`config.mk`:
```
export PLATFORM = sky130hd
export DESIGN_NAME = mem_port_arbiter
export DESIGN_NICKNAME = d
export VERILOG_FILES = /design/src/rtl/mem_port_arbiter.sv
export SDC_FILE = /design/constraint.sdc
export NUM_CORES = 1
export LEC_CHECK = 0
export BUFFER_PORTS_ARGS = -buffer_cell sky130_fd_sc_hd__buf_2
export CORE_AREA = 8 8 133 135
export CTS_CLUSTER_DIAMETER = 30
export DETAILED_ROUTE_END_ITERATION = 6
export DIE_AREA = 0 0 141 143
export PLACE_DENSITY = 0.43
export SLEW_MARGIN = 20
export SYNTH_ARGS = -nofsm -noshare
export SYNTH_HDL_FRONTEND = slang
export SYNTH_SLANG_ARGS = --single-unit
```
`constraint.sdc`:
```
create_clock -name clk_i -period 4 [get_ports clk_i]
set_input_delay 0.4 -clock clk_i [delete_from_list [all_inputs] [get_ports clk_i]]
set_output_delay 0.4 -clock clk_i [all_outputs]
set_load 0.01 [all_outputs]
```
`src/rtl/mem_port_arbiter.sv`:
```
// Single-port memory arbiter shared by an instruction-fetch and a data-stage requester.
// Data wins by default; a saturating starvation counter forces fetch through; reads return after 1 cycle.
module mem_port_arbiter #(
    parameter int unsigned ADDR_W     = 10,
    parameter int unsigned DATA_W     = 64,
    parameter int unsigned STARVE_MAX = 4
) (
    input  logic              clk_i,
    input  logic              rst_i,

    input  logic              if_req_i,
    input  logic [ADDR_W-1:0] if_addr_i,
    input  logic              if_flush_i,
    output logic              if_gnt_o,
    output logic              if_rvalid_o,
    output logic [DATA_W-1:0] if_rdata_o,

    input  logic              d_req_i,
    input  logic              d_we_i,
    input  logic [ADDR_W-1:0] d_addr_i,
    input  logic [DATA_W-1:0] d_wdata_i,
    output logic              d_gnt_o,
    output logic              d_rvalid_o,
    output logic [DATA_W-1:0] d_rdata_o,

    output logic              mem_en_o,
    output logic              mem_we_o,
    output logic [ADDR_W-1:0] mem_addr_o,
    output logic [DATA_W-1:0] mem_wdata_o,
    input  logic [DATA_W-1:0] mem_rdata_i
);

    localparam int unsigned CNT_W = (STARVE_MAX < 1) ? 1 : $clog2(STARVE_MAX + 1);
    localparam logic [CNT_W-1:0] CNT_MAX = CNT_W'(STARVE_MAX);

    typedef enum logic [1:0] {
        IDLE     = 2'd0,
        RSP_IF   = 2'd1,
        RSP_D    = 2'd2,
        RSP_KILL = 2'd3
    } state_e;

    state_e           state_q, state_d;
    logic [CNT_W-1:0] starve_q, starve_d;
    logic             if_gnt, d_gnt;
    logic             starved;

    assign starved = (starve_q == CNT_MAX);

    // Grant decision: data first unless fetch has waited STARVE_MAX cycles; nothing during reset
    always_comb begin
        if_gnt = 1'b0;
        d_gnt  = 1'b0;
        if (!rst_i) begin
            if (if_req_i && (starved || !d_req_i)) begin
                if_gnt = 1'b1;
            end else if (d_req_i) begin
                d_gnt = 1'b1;
            end
        end
    end

    assign if_gnt_o = if_gnt;
    assign d_gnt_o  = d_gnt;

    // Memory command mux, zeroed when idle
    always_comb begin
        mem_en_o    = if_gnt | d_gnt;
        mem_we_o    = 1'b0;
        mem_addr_o  = '0;
        mem_wdata_o = '0;
        if (if_gnt) begin
            mem_addr_o = if_addr_i;
        end else if (d_gnt) begin
            mem_we_o    = d_we_i;
            mem_addr_o  = d_addr_i;
            mem_wdata_o = d_wdata_i;
        end
    end

    // Starvation counter: counts consecutive denied fetch cycles, saturating
    always_comb begin
        starve_d = starve_q;
        if (!if_req_i || if_gnt) begin
            starve_d = '0;
        end else if (!starved) begin
            starve_d = starve_q + CNT_W'(1);
        end
    end

    always_ff @(posedge clk_i) begin
        if (rst_i) begin
            starve_q <= '0;
        end else begin
            starve_q <= starve_d;
        end
    end

    // Response FSM: state register
    always_ff @(posedge clk_i) begin
        if (rst_i) begin
            state_q <= IDLE;
        end else begin
            state_q <= state_d;
        end
    end

    // Response FSM: next state tracks what this cycle's grant will return next cycle
    always_comb begin
        state_d = IDLE;
        if (if_gnt) begin
            state_d = if_flush_i ? RSP_KILL : RSP_IF;
        end else if (d_gnt && !d_we_i) begin
            state_d = RSP_D;
        end
    end

    // Response FSM: outputs; a flush in the response cycle still kills the fetch data
    always_comb begin
        if_rvalid_o = 1'b0;
        if_rdata_o  = '0;
        d_rvalid_o  = 1'b0;
        d_rdata_o   = '0;
        if (!rst_i) begin
            case (state_q)
                RSP_IF: begin
                    if (!if_flush_i) begin
                        if_rvalid_o = 1'b1;
                        if_rdata_o  = mem_rdata_i;
                    end
                end
                RSP_D: begin
                    d_rvalid_o = 1'b1;
                    d_rdata_o  = mem_rdata_i;
                end
                default: begin
                end
            endcase
        end
    end

endmodule

```
; ---- Word-level counts from Yosys, hierarchy flattened
; Cells that the tools add are included.
[totals]
output_inout_bits = 208
wordCells = 39
inputBits = 154
ff_bits = 5
[classes]
n_addsub = 1
muxes = 24
eq_ne = 3
n_reduce_logical = 8
n_bitwise = 1
[op_table]
columns = op, count
row1 = 64-bit two-way mux, 7
row2 = 10-bit two-way mux, 2
row3 = 1-bit two-way mux, 12
row4 = 2-bit two-way mux, 3
row5 = 3-bit by 1-bit adder with 3-bit output (second input constant), 1
row6 = 3-bit == test (second input constant), 1
row7 = 1-bit zero test, 3
row8 = 2-bit by 1-bit == test with 1-bit output (second input constant), 1
row9 = 2-bit == test (second input constant), 1
row10 = 1-bit logical AND, 2
row11 = 1-bit logical OR, 2
row12 = 2-bit OR reduction, 1
row13 = 1-bit bitwise OR, 1

; ---- Depth between registers and ports, before layout
; Gate-level depths: netlist of run 1.
[logic_depth]
depth_word = 8
mapped_depth = 7
depth_no_buf = 4

; ---- Worst setup path after synthesis of run 1
; No wires, ideal clock.
[synth_path]
kind = reg2out
start = reg starve_q[0]
end = out mem_wdata_o[37]
slack_ps = 2191
path_buffers = 3
arrival_ps = 1409
t_required_ps = 3600
stages_incl_launch_ff = 8
path_cell_list = dfxtp_1 inv_1 ha_1 and3_1 buf_2 buf_6 buf_6 nor3b_2
[synth_via]
elab_chain_len = 7
[synth_rtl]
columns = item, line_no
row1 = from (decl), 44  ; logic [CNT_W-1:0] starve_q, starve_d;
row2 = from (signal assigned), 95  ; starve_q <= starve_d;
row3 = 3-bit == test *, 48  ; assign starved = (starve_q == CNT_MAX);
row4 = 1-bit logical OR *, 55  ; if (if_req_i && (starved || !d_req_i)) begin
row5 = 1-bit logical AND *, 55
row6 = 1-bit two-way mux, 55
row7 = 1-bit two-way mux, 54  ; if (!rst_i) begin
row8 = 64-bit two-way mux, 74  ; end else if (d_gnt) begin
row9 = 64-bit two-way mux *, 72  ; if (if_gnt) begin
row10 = to (decl), 29  ; output logic [DATA_W-1:0] mem_wdata_o,
; Mark *: on every way between the ends. The rest lies on a longest branch, timed or not.

; ---- Final worst setup path of run 1
[layout_path]
start = reg starve_q[0]
end = out mem_addr_o[6]
[layout_via]
elab_chain_len = 7
[layout_rtl]
columns = item, line_no
row1 = 3-bit == test *, 48
row2 = 1-bit logical OR *, 55
row3 = 1-bit logical AND *, 55
row4 = 1-bit two-way mux, 55
row5 = 1-bit two-way mux, 54
row6 = 10-bit two-way mux, 74
row7 = 10-bit two-way mux *, 72
row8 = to (decl), 28  ; output logic [ADDR_W-1:0] mem_addr_o,
; Marked as above.

==> impl_summary.md, run 1 <==
Run status
The flow ran to the end, and the final reports show no timing, DRC or antenna violations.

Final layout
For this run, the number of standard cells in the final layout without fillers is ~840. The post-layout net count is between 700 and 800. The count of antenna diodes in the layout is 0. Measured on the finished design, the core utilization comes to 26.23%.

The growth of design area from synthesis to finish is 93.03%. Of the cells placed in the final design, the portion with a size suffix greater than 1 is 63.39%. The filler cell count in the final layout is 1755.

Synth
The number of flops mapped to enable cells by yosys is 0. Of the synthesized area, sequential elements account for between 4 and 5%. The share of synthesized area in the top cell type comes to 37.78%. Dividing the synthesized area by the synthesized cell count gives 7.359 um2.

The gate count after technology mapping is about 290. The most instantiated library cell after synthesis is and2_1. In this run the cell area of the synthesized design comes to approximately 2100 um2. The number of distinct standard cells referenced by the synthesized netlist is 22. In the synthesized netlist the dominant register cell turns out to be dfxtp_1.

After synthesis, the most frequently instantiated cells are 128 x and2_1, 47 x nor3b_1, 22 x nand3b_1. After synthesis the netlist holds a flip-flop and latch count of 5. Summed over all instances, the cell type with the most area after synthesis is and2_1. The synthesis warning total is 0. Yosys attributes the largest share of cell area to and2_1 38%, nor3b_1 17%, nor3b_2 12%.

When the netlist entered floorplanning its net count stood at 444. For this run, asynchronously set or reset flops after synthesis account for 0%.

Setup path
STA classifies the critical path startpoint as a flop. Setup slack on the worst reg-to-reg path comes out at roughly 2200 ps. For this design, the slowest cell found on the critical path is a21boi_1.

The maximum net fanout on the critical path is 13. The depth of the worst register-to-register path is 4. The largest stage delay on the critical path is around 800 ps. The cell family contributing the most delay on the critical path is compound AO/OA/AOI/OAI gates. The kind of end point of the critical path is an output pin. Counting both buffers and inverters, the worst setup path holds a total of 2. In this run the number of cells on the critical path is 5.

The worst endpoint required time is 3600 ps. By startpoint and endpoint, the worst setup path is classified as flop to output pin. The signal on the critical path passes through inv_1 -> ha_1 -> a21boi_1 -> o22ai_1 -> buf_2.

The arrival time of the worst setup path is a little over 2000 ps.

Floorplanning
Pin placement for this block handled around 360 I/O pins. The total core area is approximately 16000 um2. The die outline width is between 100 and 150 um. The die covers between 20000 and 25000 um2. The effective utilization at floorplan is 13.59%.

Row generation in the floorplan step produced 46 rows. Measured along the y axis, the die boundary spans ~140 um.

Power and ir drop
In this run the power density over the cells is about 110 nW/um2. The worst-case IR drop observed on VDD is around 0.098 mV. The leakage power of the design is around 2.4 nW.

Detailed routing
The violation count after the first detailed-route iteration is 105. The iteration count of the initial detailed-routing pass is 4. The wire length after detailed routing is 12160 um. The routed wire length per instance is ~15 um.

Summing over every cut layer, the via total after detailed routing is between 3000 and 4000. The post-detailed-route count of antenna-violating nets is 0. For this run, design rule violations remaining after detail routing come to 0.

Using the TritonRoute via totals, the vias-per-cell ratio works out to between 3 and 4.

STA
The portion of the clock cycle consumed by the worst path in the final layout is about three fifths. The slew of the pin with the lowest slew margin is 986.5 ps. Based on the critical path, the design can be clocked at up to a little over 400 MHz. The number of hold-slack violations in the final timing report is 0.

The shortest period the worst path allows is about 2500 ps. The final count of pins violating max slew came to 0. The worst clock skew on the final layout is between 0.2 and 0.3 ps.

Setup repair after global routing left no endpoint under its margin. The worst pin sits at a relative slew slack of 34.09%. The final count of negative-setup-slack endpoints is 0. Summed over all failing endpoints, the final setup total negative slack is 0 ps. The worst slack on hold paths is 456.5 ps.

Place
The final weighted congestion in routability-driven placement is ~0.76. Including well taps, the total number of placed cells is around 830. The estimated wirelength of the detail-placed design is approximately 10000 um. Buffers placed on the I/O ports in this run total 361.

Hold path
The tightest min-delay check is of the flop to flop type. The instance count along the most critical hold path is 1.

Clocking
CTS saw 5 sinks. Clock latency on the worst-skew pair, taken at its later pin, is 220 ps. The number of buffers inserted by post-CTS setup repair is 0.

The clock tree from TritonCTS is built. The clock edge transition at the registers on the reported setup and hold paths is ~30 ps. In this run the number of H-tree levels came out at 1. The number of buffers inserted during clock tree synthesis is 3.

The cell at the root of the clock tree is clkbuf_16. The post-cts hold buffer count is 0. The buffer depth of the longest clock path is 2.

Gates resized during post-CTS repair numbered 0.

GRT
The met2 track demand over resource is between 20 and 25%. The initial antenna violation count was 0. The via count of the first global-routing pass is roughly 3200.

In the global route stage, overall resource usage came out at 10.54%. The first global-routing pass estimated between 15000 and 20000 um of wire. Global routing consumed, on the met3 layer, 4.508% of the routing resources. The aggregate global routing overflow is 0. The fraction of met1 tracks used by global routing is 10.34%. Entering global routing, the biggest net connects between 70 and 80 pins. The global routing's busiest layer is met2.

Run
Across the run, the number of max-cap violations was 0.
==> flip-flops by register name (all words and copies together) (netlist names) <==
| name | flops |
|---|---|
| state_q | 2 |
| starve_q | 3 |
==> final timing paths <==
| path | end | start |
|---|---|---|
| setup / recovery | mem_addr_o[6] | starve_q[0] |
| hold reg to reg | starve_q[0] | starve_q[0] |
| setup reg to reg | state_q[1] | starve_q[0] |
| hold / removal | starve_q[0] | starve_q[0] |
==> per-layer routing <==
metal  wire (um)  up-vias
met5           0        -
met4          40        0
met3        1515        2
met2        6376      207
met1        4223     1387
li1            -     1613
==> worst register-to-register path, delay by kind of cell, from the launching register on <==
family / cells / cell delay (ps)
flops: 1 / 350
compound gates: 2 / 1000
buf+inv: 1 / 60
fa+ha+maj: 1 / 240
==> placed cells by master (no fill, tap or decap), drive strengths merged <==
cell type,netlist,layout
buf,24,364
and2,128,128
nor3b,68,68
nand3b,22,22
o22ai,11,11
dfxtp,5,5
clkbuf,12,4
inv,3,3
nor2,3,3
a211oi,2,2
or3b,2,2
ha,2,2
nand2b,2,2
a21boi,1,1
and3,1,1
nor4b,1,1
a21oi,1,1
==> final cells by class <==
class / count / area [um2] / share of cell area (%)
Timing Repair Buffer: 364 / 1842 / 45.02
Multi-Input combinational cell: 244 / 1789 / 43.73
Tap cell: 216 / 270.3 / 6.606
Sequential cell: 5 / 100.1 / 2.446
Clock buffer: 4 / 78.83 / 1.927
Inverter: 3 / 11.26 / 0.2752
==> power breakdown <==
part	internal (mW)	total, mW	switching (mW)
registers	0.0518	0.0532	0.00145
clock network	0.132	0.162	0.0299
logic	0.130	0.250	0.119
total	0.314	0.464	0.151
==> through the flow <==
step	instance area (um2)	setup WS (ps)	total power, mW
2_1_floorplan	2120	2191	0.1713
3_3_place_gp	4013	1712	0.3104
3_5_place_dp	4013	1695	0.3072
4_1_cts	4091	1547	0.4724
5_1_grt	4091	1320	0.4962
6_report	4091	1540	0.4645
==> logic make-up after synthesis <==
logic type,share of synthesized area (%)
compound gates,4.545
buf+inv,11.63
fa+ha+maj,1.180
simple gates,77.92
flops,4.723
Power figures use the tool's default switching activity.
==> run 2, diff against run 1 <==
CORE_AREA = 8 8 134 136   (was 8 8 133 135)
DIE_AREA = 0 0 142 144   (was 0 0 141 143)
PLACE_DENSITY = 0.44   (was 0.43)
clock period = 2 ns   (was 4 ns; I/O delays follow)
==> impl_summary.md, run 2 (synthesis gave the netlist of run 1 again) <==
GRT
The maximum number of pins on one net before global-route repair is 66 (was 78). The via count of the first global-routing pass came to 3291 (was 3203). The total global-route track usage is 11.92% (was 10.54%). The initial antenna violation count is 1 (was 0). The aggregate global routing overflow is 0 (unchanged). The wire length of the first global-routing pass was 19210 um (was 17440 um).

STA
The setup slack after layout is 122.7 ps (was 1540 ps). The final count of pins violating max slew came to 0 (unchanged). The number of hold-slack violations in the final timing report came to 0 (unchanged). The slew of the pin with the lowest slew margin came to 329.2 ps (was 986.5 ps). After layout, the worst path uses between 90% and 100% of the clock period.

The final count of negative-setup-slack endpoints is 0 (unchanged). For the finished layout, the period the worst path requires is approximately 1900 ps. RSZ-0062 raised after global routing: no (unchanged). The worst clock skew on the final layout is 0.5571 ps (was 0.2823 ps). Based on the critical path, the design can be clocked at up to ~530 MHz. The sum of negative setup slack is 0 ps (unchanged). The relative slew slack is 78.06% (was 34.09%).

Clocking
The post-cts hold buffer count came to 0 (unchanged). The clock latency reported for the late side of the worst-skew pair came to 230 ps (was 220 ps). The number of levels the H-tree was split into is 1 (unchanged). The clock sink count is 5 (unchanged). The buffer depth of the longest clock path came to 2 (unchanged).

The number of buffers inserted during clock tree synthesis was 3 (unchanged). The clock edge transition at the registers on the reported setup and hold paths came to 30 ps (about the same). The cell at the root of the clock tree is clkbuf_16 (unchanged). The clock tree from TritonCTS is built (unchanged). The number of buffers inserted by post-CTS setup repair is 0 (unchanged).

Detailed routing
The final routed DRC violation total came to 0 (unchanged). The violation count after the first detailed-route iteration is 81 (was 105). The total number of vias was 3224 (was 3209). The per-cell via count in the routed design came to 3.797 (was 3.839).

The wire length after detailed routing is 13870 um (was 12160 um). The post-detailed-route count of antenna-violating nets came to 0 (unchanged). The routed wire length per instance is 16.34 um (was 14.54 um). The iteration count of the initial detailed-routing pass is 4 (unchanged).

Place
The number of buffer cells added on primary ports is 361 (unchanged). The final weighted congestion in routability-driven placement is 0.7806 (was 0.7618). The post-place instance area is 4123 um2 (was 4013 um2). The worst setup slack after placement is 242.2 ps (was 1695 ps).

The estimated wirelength of the detail-placed design is 12220 um (was 10280 um). The total instance count after detailed placement is 845 (was 832).

Setup path
The buffering stage count on the worst path with inverters included is 3 (was 2). The worst endpoint required time is 1800 ps (was 3600 ps). The kind of end point of the critical path is an output pin (unchanged). The element type at the critical path start is a flop (unchanged). The type of the worst setup path is flop to output pin (unchanged).

The largest stage delay on the critical path is 350 ps (was 800 ps). The maximum net fanout on the critical path was 53 (was 13). Critical-path cell list: inv_1 -> ha_2 -> and3_4 -> buf_12 -> nor3b_2 -> buf_2 (was inv_1 -> ha_1 -> a21boi_1 -> o22ai_1 -> buf_2). The cell class contributing the biggest share of worst-path delay is simple AND/OR/NAND/NOR gates (was compound AO/OA/AOI/OAI gates).

The slowest cell on the critical path is dfxtp_1 (was a21boi_1). The arrival time of the worst setup path was 1680 ps (was 2060 ps).

Power and ir drop
The combinational fraction of design power is 55.1% (was 53.7%). The share of power burned in the clock network is 33.9% (was 34.8%). The internal power contribution is 0.6441 mW (was 0.3138 mW). The net switching share of the total power came to 33.35% (was 32.45%).

The sequential share of power is 11.0% (was 11.5%). The worst supply voltage drop on vdd is 0.1781 mV (was 0.09802 mV). The reported net switching power came to 0.3223 mW (was 0.1507 mW). The power density normalized to cell area is 229.1 nW/um2 (was 113.5 nW/um2). The leakage power of the design is 2.495 nW (was 2.438 nW).

Final layout
The count of antenna diodes in the layout is 0 (unchanged). The number of flip-flops in the largest register is 3 (unchanged). The post-route non-filler standard cell count was 849 (was 836).

The fraction of layout instances using a drive strength above 1 is 64.39% (was 63.39%). The filler cell count in the final layout was 1818 (was 1755). The post-layout net count was 786 (was 777).

Most frequent cells in the layout: 361 x buf_2, 128 x and2_1, 45 x nor3b_1 (was 361 x buf_2, 128 x and2_1, 47 x nor3b_1). The largest register by flop count is starve_q (unchanged). The growth of design area from synthesis to finish was 99.00% (was 93.03%).

The most frequent standard cell in the layout excluding fill and tap cells is buf_2 (unchanged). The cell area after layout came to 4218 um2 (was 4091 um2). Registers with the most flip-flops: starve_q x3, state_q x2 (unchanged).

Floorplanning
The number of top-level pins is 362 (unchanged). The effective utilization at floorplan is 13.20% (was 13.59%). The die boundary height is 144 um (was 143 um). The area of the die came to 20450 um2 (was 20160 um2). The total core area is 16050 um2 (was 15600 um2). The die outline width was 142 um (was 141 um). The number of rows in the core area came to 47 (was 46).

Hold path
The type of the tightest min-delay check is primary input to flop (was flop to flop).

Run
The number of violations of the max-capacitance limit was 0 (unchanged).

Run status
Result of the run: complete, no violations (unchanged).
-- run 2: cell types whose count changed in the layout (fill, tap and decap cells not counted), sizes merged --
cell,delta
buf,+9
-- run 2: layout make-up --
type | instances | area (um2) | share of cell area, %
multi-input cells | 244 | 1805 | 42.81
well taps | 220 | 275.3 | 6.526
clock buffers | 4 | 78.83 | 1.869
flip-flops and latches | 5 | 100.1 | 2.373
inverters | 3 | 11.26 | 0.2670
repair buffers | 373 | 1947 | 46.16
-- run 2: repair_timing --
action                     4_1_cts  5_1_grt
setup endpoints to repair        9       24
resized for setup                1        3
gates cloned                     0        0
-- run 2: final timing paths --
| path | start | to | slack (ps) | cells after the start |
|---|---|---|---|---|
| max | starve_q[0] | mem_wdata_o[43] | 120 | 6 |
| min | if_flush_i | state_q[1] | 290 | 3 |
| max reg2reg | starve_q[0] | state_q[1] | 720 | 5 |
| min reg2reg | starve_q[0] | starve_q[0] | 460 | 1 |
-- run 2: per-stage QoR --
| stage | power (mW) | hold WS, ps | util [%] |
|---|---|---|---|
| after floorplan | 0.3425 | 373.8 | - |
| after global placement | 0.6504 | 444.2 | 25.68 |
| after detailed placement | 0.6466 | 447.0 | 25.68 |
| after CTS | 0.9806 | 293.9 | 26.19 |
| after global routing | 1.033 | 318.4 | 26.27 |
| final | 0.9664 | 293.1 | 26.27 |
-- run 2: worst register-to-register path, stage by stage, from the launching register on --
cell	delay, ps
dfxtp_1	320
inv_1	60
ha_2	220
and3_4	270
buf_4	220
o22ai_1	80
-- run 2: power by group through the flow --
stage | Combinational, mW | Clock [mW] | Sequential [mW]
after floorplan | 0.236 | 0 | 0.106
after global placement | 0.543 | 0 | 0.108
after detailed placement | 0.539 | 0 | 0.108
after CTS | 0.541 | 0.333 | 0.107
after global routing | 0.584 | 0.343 | 0.107
final | 0.532 | 0.328 | 0.106
-- run 2: per-layer routing --
metal	part of all wire, %	up-vias	GRT usage, %	wire, um
met3	11	6	4.094	1591
met1	37	1373	12.60	5154
met2	51	212	22.85	7069
met5	0	-	0	0
li1	-	1633	-	-
met4	0.43	0	1.357	59
